--- src/rtl/lane_pkg.sv ---
// lane_pkg: shared types for the road lane controller.
// State encoding, car slot record and a horizontal span test.
package lane_pkg;

    localparam int SCREEN_W = 640;
    localparam int TILE_PX  = 16;

    typedef enum logic [2:0] {
        ST_IDLE   = 3'd0,
        ST_DIV    = 3'd1,
        ST_LOAD   = 3'd2,
        ST_ACTIVE = 3'd3,
        ST_DRAIN  = 3'd4
    } lane_state_t;

    typedef struct packed {
        logic       active;
        logic [9:0] x;
    } car_slot_t;

    // True when lo <= p < lo + w, all in world coordinates.
    function automatic logic span_hit(
        input logic [10:0] p,
        input logic [9:0]  lo,
        input logic [6:0]  w
    );
        logic [10:0] base;
        base = {1'b0, lo};
        return (p >= base) && (p < base + {4'b0, w});
    endfunction

endpackage

--- src/rtl/lane_div.sv ---
// lane_div: 10-bit restoring unsigned divider.
// Start loads operands; Done is high during the tenth iteration.
module lane_div
    import lane_pkg::*;
(
    input  logic       Clk,
    input  logic       Reset,
    input  logic       Start,
    input  logic [9:0] Dividend,
    input  logic [9:0] Divisor,
    output logic       Done,
    output logic [9:0] Quotient
);

    logic [9:0]  q;
    logic [9:0]  r;
    logic [9:0]  d;
    logic [3:0]  cnt;
    logic [10:0] sh;
    logic [9:0]  diff;
    logic        fits;

    // One restoring step: shift in next dividend bit, trial subtract.
    always_comb begin
        sh   = {r, q[9]};
        fits = (sh >= {1'b0, d});
        diff = sh[9:0] - d;
    end

    // Iteration counter and partial remainder/quotient registers.
    always_ff @(posedge Clk) begin
        if (Reset) begin
            q   <= '0;
            r   <= '0;
            d   <= '0;
            cnt <= '0;
        end else if (Start) begin
            q   <= Dividend;
            r   <= '0;
            d   <= Divisor;
            cnt <= 4'd10;
        end else if (cnt != 4'd0) begin
            q   <= {q[8:0], fits};
            r   <= fits ? diff : sh[9:0];
            cnt <= cnt - 4'd1;
        end
    end

    assign Done     = (cnt == 4'd1);
    assign Quotient = q;

endmodule

--- src/rtl/lane_ctrl.sv ---
// lane_ctrl: owns the car slots of one road lane.
// Spawns evenly spaced cars, moves them per frame, renders and hit-tests.
module lane_ctrl
    import lane_pkg::*;
#(
    parameter int TILE_Y   = 0,
    parameter int NUM_CARS = 5,
    parameter int CAR_W    = 48,
    parameter int CAR_H    = 26,
    parameter int MARGIN   = 100,
    parameter int WORLD_W  = 840
) (
    input  logic                Clk,
    input  logic                Reset,
    input  logic                FrameTick,
    input  logic                SpawnValid,
    output logic                SpawnReady,
    input  logic                Despawn,
    input  logic                Direction,
    input  logic [1:0]          CarType,
    input  logic [2:0]          CarCount,
    input  logic [2:0]          CarSpeed,
    input  logic [4:0]          P1HbOffset,
    input  logic [4:0]          P2HbOffset,
    input  logic [9:0]          DrawX,
    input  logic [9:0]          DrawY,
    input  logic [9:0]          P1X,
    input  logic [9:0]          P1Y,
    input  logic [9:0]          P2X,
    input  logic [9:0]          P2Y,
    output logic                Busy,
    output logic [NUM_CARS-1:0] ActiveMask,
    output logic                CarPixel,
    output logic [3:0]          Tile,
    output logic [5:0]          PixelX,
    output logic [4:0]          PixelY,
    output logic                P1Hit,
    output logic                P2Hit
);

    // Lane top row; two's complement so low lanes may sit above row 0.
    localparam logic [11:0] SPAWN_Y = 12'(TILE_PX * TILE_Y - (CAR_H - TILE_PX));

    lane_state_t state;
    car_slot_t   slot [NUM_CARS];
    logic [2:0]  cnt;
    logic [2:0]  idx;
    logic [2:0]  cnt_in;
    logic        dir;
    logic [1:0]  typ;
    logic [2:0]  spd;
    logic [9:0]  acc;
    logic [9:0]  spacing;
    logic [9:0]  dividend;
    logic [9:0]  divisor;
    logic        div_start;
    logic        div_done;
    logic        drain;
    logic [10:0] sum  [NUM_CARS];
    logic [9:0]  nx   [NUM_CARS];
    logic        wrap [NUM_CARS];
    logic [NUM_CARS-1:0] mask;
    logic [10:0] wx;
    logic [10:0] h1x;
    logic [10:0] h2x;
    logic        cov;
    logic [5:0]  off;
    logic [4:0]  py;
    logic [1:0]  col;
    logic        hit1;
    logic        hit2;

    function automatic logic row_hit(input logic [9:0] y);
        logic [11:0] dy;
        dy = {2'b00, y} - SPAWN_Y;
        return !dy[11] && (dy[10:0] < 11'(CAR_H));
    endfunction

    // Spawn operands: clamp the request and form the spacing division.
    always_comb begin
        cnt_in    = (CarCount > 3'(NUM_CARS)) ? 3'(NUM_CARS) : CarCount;
        dividend  = 10'(SCREEN_W - CAR_W * int'(cnt_in));
        divisor   = {7'b0, cnt_in} + 10'd1;
        div_start = (state == ST_IDLE) && SpawnValid;
        drain     = (state == ST_DRAIN) || Despawn;
    end

    lane_div u_div (
        .Clk      (Clk),
        .Reset    (Reset),
        .Start    (div_start),
        .Dividend (dividend),
        .Divisor  (divisor),
        .Done     (div_done),
        .Quotient (spacing)
    );

    // Next position of every slot, with seam wrap detection.
    always_comb begin
        for (int i = 0; i < NUM_CARS; i++) begin
            sum[i]  = {1'b0, slot[i].x} + {8'b0, spd};
            mask[i] = slot[i].active;
            if (!dir) begin
                wrap[i] = (sum[i] >= 11'(WORLD_W));
                nx[i]   = wrap[i] ? 10'(sum[i] - 11'(WORLD_W)) : sum[i][9:0];
            end else begin
                wrap[i] = (slot[i].x < {7'b0, spd});
                nx[i]   = wrap[i]
                        ? 10'({1'b0, slot[i].x} + 11'(WORLD_W) - {8'b0, spd})
                        : slot[i].x - {7'b0, spd};
            end
        end
    end

    // Lane FSM: spawn, divide, load slots, move, drain.
    always_ff @(posedge Clk) begin
        if (Reset) begin
            state <= ST_IDLE;
            cnt   <= '0;
            idx   <= '0;
            acc   <= '0;
            dir   <= 1'b0;
            typ   <= '0;
            spd   <= '0;
            for (int i = 0; i < NUM_CARS; i++) slot[i] <= '0;
        end else begin
            unique case (state)
                ST_IDLE: begin
                    if (SpawnValid) begin
                        cnt   <= cnt_in;
                        dir   <= Direction;
                        typ   <= CarType;
                        spd   <= CarSpeed;
                        state <= ST_DIV;
                    end
                end
                ST_DIV: begin
                    if (Despawn) begin
                        for (int i = 0; i < NUM_CARS; i++) slot[i].active <= 1'b0;
                        state <= ST_IDLE;
                    end else if (div_done) begin
                        acc   <= 10'(MARGIN);
                        idx   <= '0;
                        state <= (cnt == 3'd0) ? ST_ACTIVE : ST_LOAD;
                    end
                end
                ST_LOAD: begin
                    if (Despawn) begin
                        for (int i = 0; i < NUM_CARS; i++) slot[i].active <= 1'b0;
                        state <= ST_IDLE;
                    end else begin
                        for (int i = 0; i < NUM_CARS; i++) begin
                            if (3'(i) == idx) begin
                                slot[i].x      <= acc + spacing;
                                slot[i].active <= 1'b1;
                            end
                        end
                        acc <= acc + spacing + 10'(CAR_W);
                        idx <= idx + 3'd1;
                        if (idx == cnt - 3'd1) state <= ST_ACTIVE;
                    end
                end
                ST_ACTIVE, ST_DRAIN: begin
                    if (state == ST_DRAIN && mask == '0) begin
                        state <= ST_IDLE;
                    end else begin
                        if (FrameTick) begin
                            for (int i = 0; i < NUM_CARS; i++) begin
                                if (slot[i].active) begin
                                    slot[i].x <= nx[i];
                                    if (drain && wrap[i]) slot[i].active <= 1'b0;
                                end
                            end
                        end
                        if (Despawn) state <= ST_DRAIN;
                    end
                end
                default: state <= ST_IDLE;
            endcase
        end
    end

    // Pixel cover and player overlap; lowest covering slot wins.
    always_comb begin
        wx   = {1'b0, DrawX} + 11'(MARGIN);
        h1x  = {1'b0, P1X} + 11'(MARGIN) + {6'b0, P1HbOffset};
        h2x  = {1'b0, P2X} + 11'(MARGIN) + {6'b0, P2HbOffset};
        py   = 5'({2'b00, DrawY} - SPAWN_Y);
        cov  = 1'b0;
        off  = '0;
        hit1 = 1'b0;
        hit2 = 1'b0;
        for (int i = NUM_CARS - 1; i >= 0; i--) begin
            if (slot[i].active && row_hit(DrawY)
                && span_hit(wx, slot[i].x, 7'(CAR_W))) begin
                cov = 1'b1;
                off = 6'(wx - {1'b0, slot[i].x});
            end
            if (slot[i].active && row_hit(P1Y)
                && span_hit(h1x, slot[i].x, 7'(CAR_W))) hit1 = 1'b1;
            if (slot[i].active && row_hit(P2Y)
                && span_hit(h2x, slot[i].x, 7'(CAR_W))) hit2 = 1'b1;
        end
        col = 2'(off / 6'(TILE_PX));
        if (dir) col = 2'd2 - col;
    end

    // Registered render and hit outputs for the renderer and game FSM.
    always_ff @(posedge Clk) begin
        if (Reset) begin
            CarPixel <= 1'b0;
            Tile     <= '0;
            PixelX   <= '0;
            PixelY   <= '0;
            P1Hit    <= 1'b0;
            P2Hit    <= 1'b0;
        end else begin
            CarPixel <= cov;
            Tile     <= cov ? {typ, col} : 4'd0;
            PixelX   <= cov ? off : 6'd0;
            PixelY   <= cov ? py : 5'd0;
            P1Hit    <= hit1;
            P2Hit    <= hit2;
        end
    end

    assign ActiveMask = mask;
    assign Busy       = (state != ST_IDLE);
    assign SpawnReady = (state == ST_IDLE);

endmodule

--- config.mk ---
export PLATFORM = sky130hd
export DESIGN_NAME = lane_ctrl
export DESIGN_NICKNAME = d
export VERILOG_FILES = /design/src/rtl/lane_pkg.sv /design/src/rtl/lane_div.sv /design/src/rtl/lane_ctrl.sv
export SDC_FILE = /design/constraint.sdc
export NUM_CORES = 1
export LEC_CHECK = 0
export BUFFER_PORTS_ARGS = -buffer_cell sky130_fd_sc_hd__buf_4
export CORE_MARGIN = 8
export CORE_UTILIZATION = 61
export CTS_BUF_LIST = sky130_fd_sc_hd__clkbuf_4 sky130_fd_sc_hd__clkbuf_8
export DETAILED_ROUTE_END_ITERATION = 16
export PLACE_DENSITY = 0.86
export SYNTH_ARGS = -nofsm -noshare
export SYNTH_HDL_FRONTEND = slang
export SYNTH_SLANG_ARGS = --single-unit
--- constraint.sdc ---
create_clock -name Clk -period 7.95 [get_ports Clk]
set_input_delay 1.59 -clock Clk [delete_from_list [all_inputs] [get_ports Clk]]
set_output_delay 1.59 -clock Clk [all_outputs]
set_load 0.005 [all_outputs]
# After elaboration in Yosys (flattened, before gate mapping)
# Memory sizes are Yosys's and may differ from the RTL's.
# Index checks and enable logic that the tools add are counted.
# W data, S select, Z words.
word_totals:
  regBits: 77
  memories: 1
  in_bits: 84
  ramBits: 55
  out_inout_bits: 25
memory_table:
  columns: ["name", "words", "word_bits", "read_ports", "rd_clocked_by_memory_dff", "wr", "line", "source"]
  rows:
  - ["slot", 5, 11, 5, 0, 5, "lane_ctrl.sv:45", "car_slot_t slot [NUM_CARS];"]
op_classes:
  n_eq_ne: 17
  n_lt_le_gt_ge: 45
  n_bitwise: 31
  mul: 1
  addsub: 52
  muxes: 193
  reduce_logical: 73
op_table:
  columns: ["operator", "count"]
  rows:
  - ["$mux W10", 31]
  - ["$ge A11 B10 Y1", 16]
  - ["$lt A11 B11 Y1", 15]
  - ["$mux W1", 140]
  - ["$sub A10 B3 Y10", 10]
  - ["$add A10 B3 Y11", 5]
  - ["$add A10 B6 Y11 const B", 5]
  - ["$ge A11 B10 Y1 const B", 5]
  - ["$logic_and A1 B1 Y1", 55]
  - ["$add A10 B10 Y10 const B", 5]
  - ["$lt A10 B3 Y1", 5]
  - ["$sub A10 B10 Y10 const B", 5]
  - ["$sub A11 B5 Y12 const B", 3]
  - ["$add A10 B7 Y11 const B", 3]
  - ["$lt A11 B5 Y1 const B", 3]
  - ["$mux W3", 11]
  - ["$mux W6", 5]
  - ["$or A1 B1 Y1", 30]
  - ["$sub A6 B6 Y6", 5]
  - ["$add A11 B5 Y11", 2]
  - ["$pmux W10 S2", 1]
  - ["$pmux W3 S4", 1]
  - ["$add A10 B10 Y10", 1]
  - ["$add A10 B6 Y10 const B", 1]
  - ["33 further kinds", 49]

# Longest topological paths before layout
# Gate-level depths: netlist of run 1.
# An unclocked memory read counts as a cell.
logic_depth:
  ltp_word: 13
  mapped_depth: 21
  mapped_depth_nobuf: 21

# Hierarchy
# Synthesis of run 1 repeated with hierarchy kept, for this count alone.
hier_totals:
  hier_cells: 2398
  hier_area_um2: 19919.1
modules_own_cells:
  columns: ["module", "n_inst", "cells_per_inst", "area_each_um2"]
  rows:
  - ["lane_ctrl", 1, 2183, 18054.8]
  - ["lane_div", 1, 215, 1864.3]

# Worst setup path after synthesis of run 1
# Ideal clock, no wire load.
synth_path:
  kind: "input -> register"
  start: "in P1HbOffset[1]"
  end: "reg P1Hit"
  slack_ns: 2.737
  required_ns: 7.876
  setup_time_ns: 0.074
  t_arrival_ns: 5.139
  cell_stages: 20
  path_cell_list: "ha_1 -> ha_1 -> inv_1 -> fa_1 -> inv_1 -> a21oi_1 -> o21ai_0 -> a21o_1 -> a21o_1 -> xor2_1 -> ha_1 -> o21a_1 -> o211ai_1 -> nor2_1 -> a2111oi_0 -> o31a_1 -> o21ai_0 -> o21ai_0 -> a211oi_1 -> a31oi_1"
synth_via:
  elab_chain_cells: 9
synth_rtl:
  columns: ["element", "line", "source"]
  rows:
  - ["start: declaration", "lane_ctrl.sv:23", "input logic [4:0] P1HbOffset,"]
  - ["$add A11 B5 Y11 (*)", "lane_ctrl.sv:186", "h1x = {1'b0, P1X} + 11'(MARGIN) + {6'b0, P1HbOffset};"]
  - ["$ge A11 B10 Y1 / $lt A11 B11 Y1 (equally long branches)", "lane_pkg.sv:29", "return (p >= base) && (p < base + {4'b0, w});"]
  - ["$logic_and A1 B1 Y1", "lane_pkg.sv:29", null]
  - ["$logic_and A1 B1 Y1", "lane_ctrl.sv:200", "&& span_hit(h1x, slot[i].x, 7'(CAR_W))) hit1 = 1'b1;"]
  - ["$mux W1 (4 in series)", "lane_ctrl.sv:199", "if (slot[i].active && row_hit(P1Y)"]
  - ["$mux W1 (*)", "lane_ctrl.sv:199", null]
  - ["end signal: assignment", "lane_ctrl.sv:222", "P1Hit <= hit1;"]
  - ["end: declaration", "lane_ctrl.sv:37", "output logic P1Hit,"]
# Mark *: on every way between the ends. The rest lies on a longest branch, timed or not.
# A chain may end at the register's enable or synchronous reset.

# Worst setup path after layout of run 1
# Ends and elaborated chain as after synthesis.

==> metrics.md, run 1 <==
| Metric | Value |
|---|---|
| IO Pins | 109 |
| # H-tree levels | 4 |
| Routed WL per cell | 21.9 um |
| Final Max Slew Viols | 0 |
| Count leader, synth | ha_1 |
| Initial antenna violation count | 1 |
| Worst path arrival time | 5880 ps |
| Final ANT Viol Nets | 0 |
| Clk buf depth | 2 |
| Final hold vios | 0 |
| Sw Ratio | 44.7% |
| Post-CTS Hold Buffers | 0 |
| Worst-Skew Late Latency | 490 ps |
| Final setup viols | 0 |
| Status | complete, no violations |
| P per Cell Area | 131 mW/mm^2 |
| DR vias/cell | 6.66 |
| Crit path launch type | primary input |
| Syn_area_per_cell | 8.35 um^2 |
| Root Buffer | clkbuf_8 |
| Commonest cells post-synth | 425 x ha_1, 171 x a21oi_1, 168 x inv_1 |
| P_sw | 1.20 mW |
| Rel. slew slack | 20.3% |
| Hold Path Origin | cnt[2]$_SDFFE_PP0P_ |
| Post-synthesis sequential area ratio | 15.9% |
| FF-to-FF setup slack | 2860 ps |
| Cts bufs inserted | 17 |
| Nets@finish | 2903 |
| Vias in the first global route | 17900 |
| Synth area leader | ha_1 |
| Pin count of the biggest net entering global routing | 45 |
| YS warnings | 0 |
| Worst r2r dst | slot[0][39]$_DFFE_PP_ |
| Syn nets | 2806 |
| Die span in y | 192 um |
| Tot Pwr | 2.69 mW |
| Top cells by area, synth | ha_1 28%, edfxtp_1 8.1%, dfxtp_1 7.8% |
| CP startpoint | P1HbOffset[1] |
| Finished Core Util | 67.4% |
| Lkg Pwr | 9.24 nW |
| Share of power burned in combinational logic | 50.2% |
| Post-Syn Area | 0.0189 mm^2 |
| Top-area cell type share of the netlist area | 28.1% |
| Final wirelength | 60800 um |
| Initial core utilization | 61.9% |
| Routability cong. | 1.02 |
| EDFF count, synth | 51 |
| Die area | 0.0369 mm^2 |
| Antenna cells | 0 |
| Post_cts resized | 0 |
| Max IR drop VDD | 0.212 mV |
| Async SR Flop Fraction | 0% |
| Remaining Overflow, GRT | 0 |
| Pint | 1.49 mW |
| Post-CTS Setup Bufs | 0 |
| First-pass GRT wire length | 93600 um |
| Number of remaining DRC errors | 0 |
| Syn Inst Count | 2268 |
| Fin crit period | 5470 ps |
| Worst-path clk slew | 110 ps |
| Area delta synth->final | 8.87% |
| Worst Hold Path Cells | 2 |
| # rows | 64 |
| Worst-path maximum fanout | 10 |
| Min-delay worst type | reg2reg |
| Fill cells | 2479 |
| Fmax | 183 MHz |
| CP endpoint kind | flip-flop |
| Drt first-iter violations | 1761 |
| Clock share of power | 22.0% |
| CTS tree | done |
| Share of cells above drive strength 1 | 8.54% |
| Pin slew with the least headroom to its limit | 1190 ps |
| R2r worst-path depth | 14 |
| DPL Wire Length | 47400 um |
| Fin Setup TNS | 0 ps |
| Core area | 0.0306 mm^2 |
| Detailed Routing Iterations Pass 1 | 7 |
| DIE WIDTH | 192 um |
| Yosys reg bits | 125 |
| Critical path type | in2reg |
| Ys flop type | dfxtp_1 |
| Final Cycle Share | 68.8% |
| GR Util All Layers | 32.1% |
| Clock sinks | 125 |
| Port Buf Inserts | 100 |
| Post-synthesis cell type count | 74 |
| Hold Path End | cnt[2]$_SDFFE_PP0P_ |
| Reg power frac | 27.9% |
| Clock skew | 28.2 ps |
| WP data required | 8350 ps |
| Max cap viols | 0 |
| Crit Reg-Reg Startpoint | spd[1]$_SDFFE_PP0P_ |
| RSZ-0062 raised after global routing | no |
| DR vias | 18500 |
[critical path, cell delays in order]
cell	delay, ps
buf_4	110
ha_1	270
ha_1	170
inv_1	60
fa_1	400
inv_1	70
a21oi_1	50
o21ai_0	250
a21o_1	170
a21o_1	140
xor2_1	170
buf_4	280
ha_1	270
o21a_1	180
o211ai_1	210
nor2_1	90
a2111oi_0	420
o31a_1	240
o21ai_0	240
o21ai_0	160
a211oi_1	70
a31oi_1	260
[routing by layer]
metal / part of all wire, % / vias to the layer above / track usage [%] / wire length (um)
li1: - / 8523 / - / -
met1: 39 / 8689 / 39.3 / 23900
met2: 44 / 992 / 51.1 / 26600
met3: 9.7 / 264 / 5.16 / 5920
met4: 7.2 / 0 / 21.9 / 4380
met5: 0 / - / 0 / 0
[state kept, by name (all words and copies together), names as in the netlist, 4 cells and up]
register / cells
u_div.Quotient: 10
u_div.cnt: 4
u_div.r: 10
slot: 55
u_div.d: 4
PixelY: 5
PixelX: 5
Tile: 4
acc: 10
[metrics by stage]
step                      hold WS, ps  setup slack [ps]  cell area [um^2]  instances
after global placement            434              2290             20200       2742
after detailed placement          445              2080             20200       2742
after CTS                         461              2560             20600       2774
after floorplan                   422              2740             18900       2268
after global routing              468              2200             20600       2774
final                             460              2480             20600       2774
[cells by family (layout without fill, tap and decap cells)]
group / count (synthesis) / in the layout / synth area share, %
AO/OA/AOI/OAI: 646 / 646 / 22.5
AND/OR/NAND/NOR: 606 / 606 / 15.8
adder cells (fa/ha/maj): 454 / 454 / 31.1
buffers and inverters: 227 / 337 / 4.62
XOR/XNOR: 183 / 183 / 8.46
flip-flops: 125 / 125 / 15.9
multiplexers: 27 / 27 / 1.56
[worst max path at each step]
stage,to,slack (ps),cells past startpoint
after floorplan,P1Hit$_SDFF_PP0_,2740,20
after global routing,P1Hit$_SDFF_PP0_,2200,22
after global placement,P1Hit$_SDFF_PP0_,2290,22
after detailed placement,P1Hit$_SDFF_PP0_,2080,22
final,P1Hit$_SDFF_PP0_,2480,22
after CTS,P1Hit$_SDFF_PP0_,2560,22
[power groups by stage]
stage | Clock (mW) | Combinational [mW] | Sequential (mW)
floorplan | 0 | 0.925 | 0.742
global placement | 0 | 1.23 | 0.760
detailed placement | 0 | 1.30 | 0.763
CTS | 0.592 | 1.31 | 0.748
global route | 0.617 | 1.48 | 0.755
finish | 0.592 | 1.35 | 0.750
[placed cells by master, fill, tap and decap left out, types with 52 or more instances in the layout]
cell type / count
buf_4: 134
ha_1: 425
nor2_1: 148
o21ai_0: 118
inv_1: 168
dfxtp_1: 73
xor2_1: 55
a211oi_1: 61
xnor2_1: 127
a21oi_1: 171
nor3_1: 52
nand2_1: 160
[cell type report]
| cell class | count | area, um^2 | area share (%) |
|---|---|---|---|
| Clock buffer | 17 | 234 | 1.13 |
| Inverter | 171 | 642 | 3.11 |
| Timing Repair Buffer | 134 | 1010 | 4.88 |
| Multi-Input combinational cell | 1916 | 15100 | 73.1 |
| Sequential cell | 125 | 3010 | 14.6 |
| Tap cell | 396 | 495 | 2.40 |
| Clock inverter | 15 | 163 | 0.789 |
Power figures use the tool's default switching activity.
==> run 2, diff against run 1 <==
- clock period: 7.95 -> 5.6 ns (I/O delays scaled with it)
==> run 2 against run 1 <==
Against the previous run: sequential share of layout area fell by 0.057 points; global-route usage rose by 0.99 points; total power rose by 45%; via count fell by 0.16%; critical endpoint unchanged.
==> metrics.md, run 2 (synthesized netlist as in run 1, its figures left out) <==
| Metric | Value |
|---|---|
| Critical path type | in2reg |
| Final setup margin | 936 ps |
| Max IR drop VDD | 0.302 mV |
| Die area | 0.0369 mm^2 |
| Area delta synth->final | 9.29% |
| Number of cells after detailed placement | 2752 |
| DPL Wire Length | 48500 um |
| CTS tree | done |
| Placed cell area | 0.0203 mm^2 |
| Final wirelength | 61600 um |
| Remaining Overflow, GRT | 0 |
| Post-Layout Inst Area | 0.0207 mm^2 |
| Antenna cells | 0 |
| Detailed Routing Iterations Pass 1 | 6 |
| Worst-path clk slew | 110 ps |
| Share of cells above drive strength 1 | 8.88% |
| Final Cycle Share | 83.3% |
| Fin cells | 2784 |
| Most frequent cells in the layout | 425 x ha_1, 171 x a21oi_1, 168 x inv_1 |
| Final hold vios | 0 |
| DIE WIDTH | 192 um |
| Port Buf Inserts | 100 |
| CP endpoint kind | flip-flop |
| Worst-path maximum fanout | 2 |
| Min-delay worst type | reg2reg |
| Pin slew with the least headroom to its limit | 1240 ps |
| Die span in y | 192 um |
| Crit path launch type | primary input |
| # rows | 64 |
| Clk buf depth | 2 |
| WP data required | 6030 ps |
| Initial antenna violation count | 1 |
| Initial core utilization | 61.9% |
| First-pass GRT wire length | 96300 um |
| RSZ-0062 raised after global routing | no |
| Routed WL per cell | 22.1 um |
| Number of flip-flops in the largest register | 55 |
| Status | complete, no violations |
| Worst path arrival time | 5100 ps |
| # H-tree levels | 4 |
| Final ANT Viol Nets | 0 |
| Drt first-iter violations | 1635 |
| Final setup viols | 0 |
| Rel. slew slack | 16.9% |
| Post-CTS Setup Bufs | 0 |
| GR Util All Layers | 33.0% |
| Post-CTS Hold Buffers | 0 |
| Fmax | 214 MHz |
| Finished Core Util | 67.7% |
| Nets@finish | 2913 |
| Routability cong. | 1.01 |
| Fin crit period | 4660 ps |
| Fin Setup TNS | 0 ps |
| Cts bufs inserted | 17 |
| Most common library cell in the layout ignoring fill and taps | ha_1 |
| DR vias | 18400 |
| P per Cell Area | 189 mW/mm^2 |
| DP Worst Slack | 521 ps |
| Clock skew | 28.8 ps |
| Root Buffer | clkbuf_8 |
| IO Pins | 109 |
| Pin count of the biggest net entering global routing | 45 |
| Top reg by flops | slot |
| Core area | 0.0306 mm^2 |
| Vias in the first global route | 18200 |
| Post_cts resized | 0 |
| Final Max Slew Viols | 0 |
| Number of remaining DRC errors | 0 |
| Worst-Skew Late Latency | 500 ps |
| Clock sinks | 125 |
| Lkg Pwr | 9.29 nW |
| DR vias/cell | 6.62 |
| Max cap viols | 0 |
-- run 2: per-layer routing --
metal  vias up  track usage, %  part of all wire, %
met5         -               0                    0
met4         0            22.9                  7.2
met3       260            7.41                  9.7
met2       968            52.3                   44
met1      8674            39.4                   39
li1       8536               -                    -
-- run 2: through the flow --
step,hold slack [ps],power [mW]
after floorplan,422,2.37
after CTS,459,3.84
after global routing,473,4.14
after global placement,433,2.85
final,454,3.90
after detailed placement,440,2.95
-- run 2: layout make-up --
class	instances	area (um^2)
Fill cell	2446	9890
Inverter	171	642
Sequential cell	125	3010
Multi-Input combinational cell	1916	15100
Tap cell	396	495
Clock inverter	15	175
Timing Repair Buffer	144	1080
Clock buffer	17	234
-- run 2: report_power, final --
group	total [mW]	internal, mW	switching, mW
sequential	1.06	0.991	0.0690
combinational	1.95	0.798	1.15
clock	0.893	0.412	0.481
total	3.90	2.20	1.70
-- run 2: final timing paths --
| kind | slack [ps] | cells past startpoint | endpoint | from |
|---|---|---|---|---|
| setup / recovery | 940 | 21 | P1Hit$_SDFF_PP0_ | P1HbOffset[2] |
| hold / removal | 450 | 2 | typ[0]$_SDFFE_PP0P_ | typ[0]$_SDFFE_PP0P_ |
| setup reg to reg | 1280 | 15 | PixelY[0]$_SDFF_PP0_ | slot[0][15]$_DFFE_PP_ |
| hold reg to reg | 450 | 2 | typ[0]$_SDFFE_PP0P_ | typ[0]$_SDFFE_PP0P_ |
-- run 2: worst max-delay path: stages --
cell,delay [ps]
buf_4,80
inv_1,30
ha_1,320
inv_1,60
ha_1,290
a21o_1,180
a21oi_1,210
o21ai_0,110
a21oi_1,230
o21ai_0,190
xor2_1,470
ha_1,320
o21a_1,100
o211ai_1,210
nor2_1,80
a2111oi_0,350
o31a_1,220
o21ai_0,160
o21ai_0,130
a211oi_1,60
a31oi_1,180
==> run 3, diff against run 2 <==
- clock period: 5.6 -> 4.3 ns (I/O delays scaled with it)
==> run 3 against run 2 <==
Against the previous run: combinational power increased by 39%; wire length up 5.9%; clock power increased by 34%; via count up 4.2%; hold slack barely moved; final cell count increased by 4.7%; sequential power rose by 30%.
==> metrics.md, run 3 (synthesized netlist as in run 1, its figures left out) <==
| Metric | Value |
|---|---|
| First-pass GRT wire length | 100000 um |
| Detailed Routing Iterations Pass 1 | 6 |
| Met2 Resource Use GR | 54.3% |
| Root Buffer | clkbuf_8 |
| Worst-path clk slew | 90 ps |
| Critical path type | reg2reg |
| Antenna cells | 0 |
| Routability cong. | 1.04 |
| Number of flip-flops in the largest register | 55 |
| Top reg by flops | slot |
| Die span in y | 192 um |
| DPL Wire Length | 52200 um |
| DR vias | 19200 |
| CP Cell Sequence | ha_1 > inv_1 > fa_1 > nor2_1 > o21ai_0 > xnor2_1 > ha_1 > a21oi_1 > o311ai_0 > a22oi_1 > mux2_2 > o221ai_1 |
| Worst-path maximum fanout | 9 |
| Initial core utilization | 61.9% |
| # H-tree levels | 4 |
| Vias in the first global route | 18800 |
| Core area | 0.0306 mm^2 |
| Max IR drop VDD | 0.356 mV |
| Fill cells | 2348 |
| RSZ-0062 raised after global routing | yes |
| Nets@finish | 3043 |
| Fin crit period | 4180 ps |
| Met3 usage | 5.54% |
| Final ANT Viol Nets | 0 |
| Worst-Skew Late Latency | 500 ps |
| Remaining Overflow, GRT | 0 |
| Number of remaining DRC errors | 0 |
| Clock sinks | 125 |
| P per Cell Area | 243 mW/mm^2 |
| GR Util All Layers | 34.7% |
| Routed WL per cell | 22.4 um |
| CTS tree | done |
| Status | complete, no violations |
| Post_cts resized | 0 |
| DIE WIDTH | 192 um |
| Initial antenna violation count | 1 |
| Rel. slew slack | 28.7% |
| # rows | 64 |
| Area delta synth->final | 15.1% |
| Fmax | 239 MHz |
| Slowest CP cell | dfxtp_1 |
| Number of cells after detailed placement | 2882 |
| Share of cells above drive strength 1 | 14.0% |
| Final setup viols | 0 |
| Worst path arrival time | 4500 ps |
| Max cap viols | 0 |
| Pin slew with the least headroom to its limit | 1060 ps |
| Post-CTS Setup Bufs | 0 |
| Most common library cell in the layout ignoring fill and taps | ha_1 |
| WP data required | 4620 ps |
| Fin cells | 2914 |
| Max incr delay on CP | 730 ps |
| Final Max Slew Viols | 0 |
| Clock skew | 23.5 ps |
| Min-delay worst type | reg2reg |
| Final hold vios | 0 |
| Footprint of the multi-input gates | 0.0151 mm^2 |
| Most frequent cells in the layout | 425 x ha_1, 271 x buf_4, 169 x a21oi_1 |
| Sequential cell area | 0.00301 mm^2 |
| DR vias/cell | 6.59 |
| Drt first-iter violations | 1845 |
| Final wirelength | 65200 um |
| Crit path launch type | flip-flop |
| Lkg Pwr | 9.96 nW |
| Clk buf depth | 2 |
| Final Cycle Share | 97.1% |
| Finished Core Util | 71.3% |
| Grt peak-use layer | met2 |
| Port Buf Inserts | 100 |
| Pin count of the biggest net entering global routing | 38 |
| CP endpoint kind | flip-flop |
| Met1 usage | 42.8% |
| Die area | 0.0369 mm^2 |
| Top delay family on crit path | compound AO/OA/AOI/OAI gates |
| Cts bufs inserted | 17 |
| IO Pins | 109 |
| Post-CTS Hold Buffers | 0 |
| Crit path top cell by count | ha_1 |
| Worst path bufs/invs | 1 |
run 3: cell count changes in the layout (fill, tap and decap cells not counted), sizes merged:
cell,before,now
buf,144,274
clkinv,6,4
inv,178,180
run 3: worst register-to-register path: stages (launching register included):
cell and delay, ps:
dfxtp_1 730, ha_1 290, inv_1 60, fa_1 400
nor2_1 170, o21ai_0 110, xnor2_1 220, ha_1 280
a21oi_1 340, o311ai_0 240, a22oi_1 600, mux2_2 400
o221ai_1 170
run 3: layout make-up:
type | count | area share, %
repair buffers | 274 | 9.60
inverters | 171 | 2.94
clock buffers | 17 | 1.07
multi-input cells | 1916 | 69.4
flip-flops and latches | 125 | 13.8
clock inverters | 15 | 0.889
well taps | 396 | 2.27
run 3: worst paths after layout:
path | start | endpoint | slack, ps | cells after the start
worst max-delay path | spd[0]$_SDFFE_PP0P_ | slot[0][26]$_DFFE_PP_ | 120 | 12
worst min register to register | typ[1]$_SDFFE_PP0P_ | typ[1]$_SDFFE_PP0P_ | 450 | 2
worst max register to register | spd[0]$_SDFFE_PP0P_ | slot[0][26]$_DFFE_PP_ | 120 | 12
worst min-delay path | typ[1]$_SDFFE_PP0P_ | typ[1]$_SDFFE_PP0P_ | 450 | 2
run 3: through the flow:
step                TNS [ps]  cell area, um^2  hold WS, ps  setup WS, ps  total power, mW
finish                     0            21800          454           124             5.29
global route           -44.0            21800          480         -44.0             5.61
CTS                        0            21800          455           177             5.21
detailed placement     -2100            21400          445          -327             4.02
global placement        -792            21400          435          -283             3.90
floorplan              -13.2            19000          422         -13.2             3.09
run 3: per-layer routing:
layer	wire (um)	share of wire, %	vias up
li1	-	-	8785
met1	25400	39	9018
met2	28000	43	1102
met3	6560	10	302
met4	5230	8.0	0
met5	0	0	-
run 3: power by group:
| part | switching, mW | internal (mW) |
|---|---|---|
| Combinational | 1.55 | 1.17 |
| Sequential | 0.0881 | 1.29 |
| Clock | 0.646 | 0.550 |
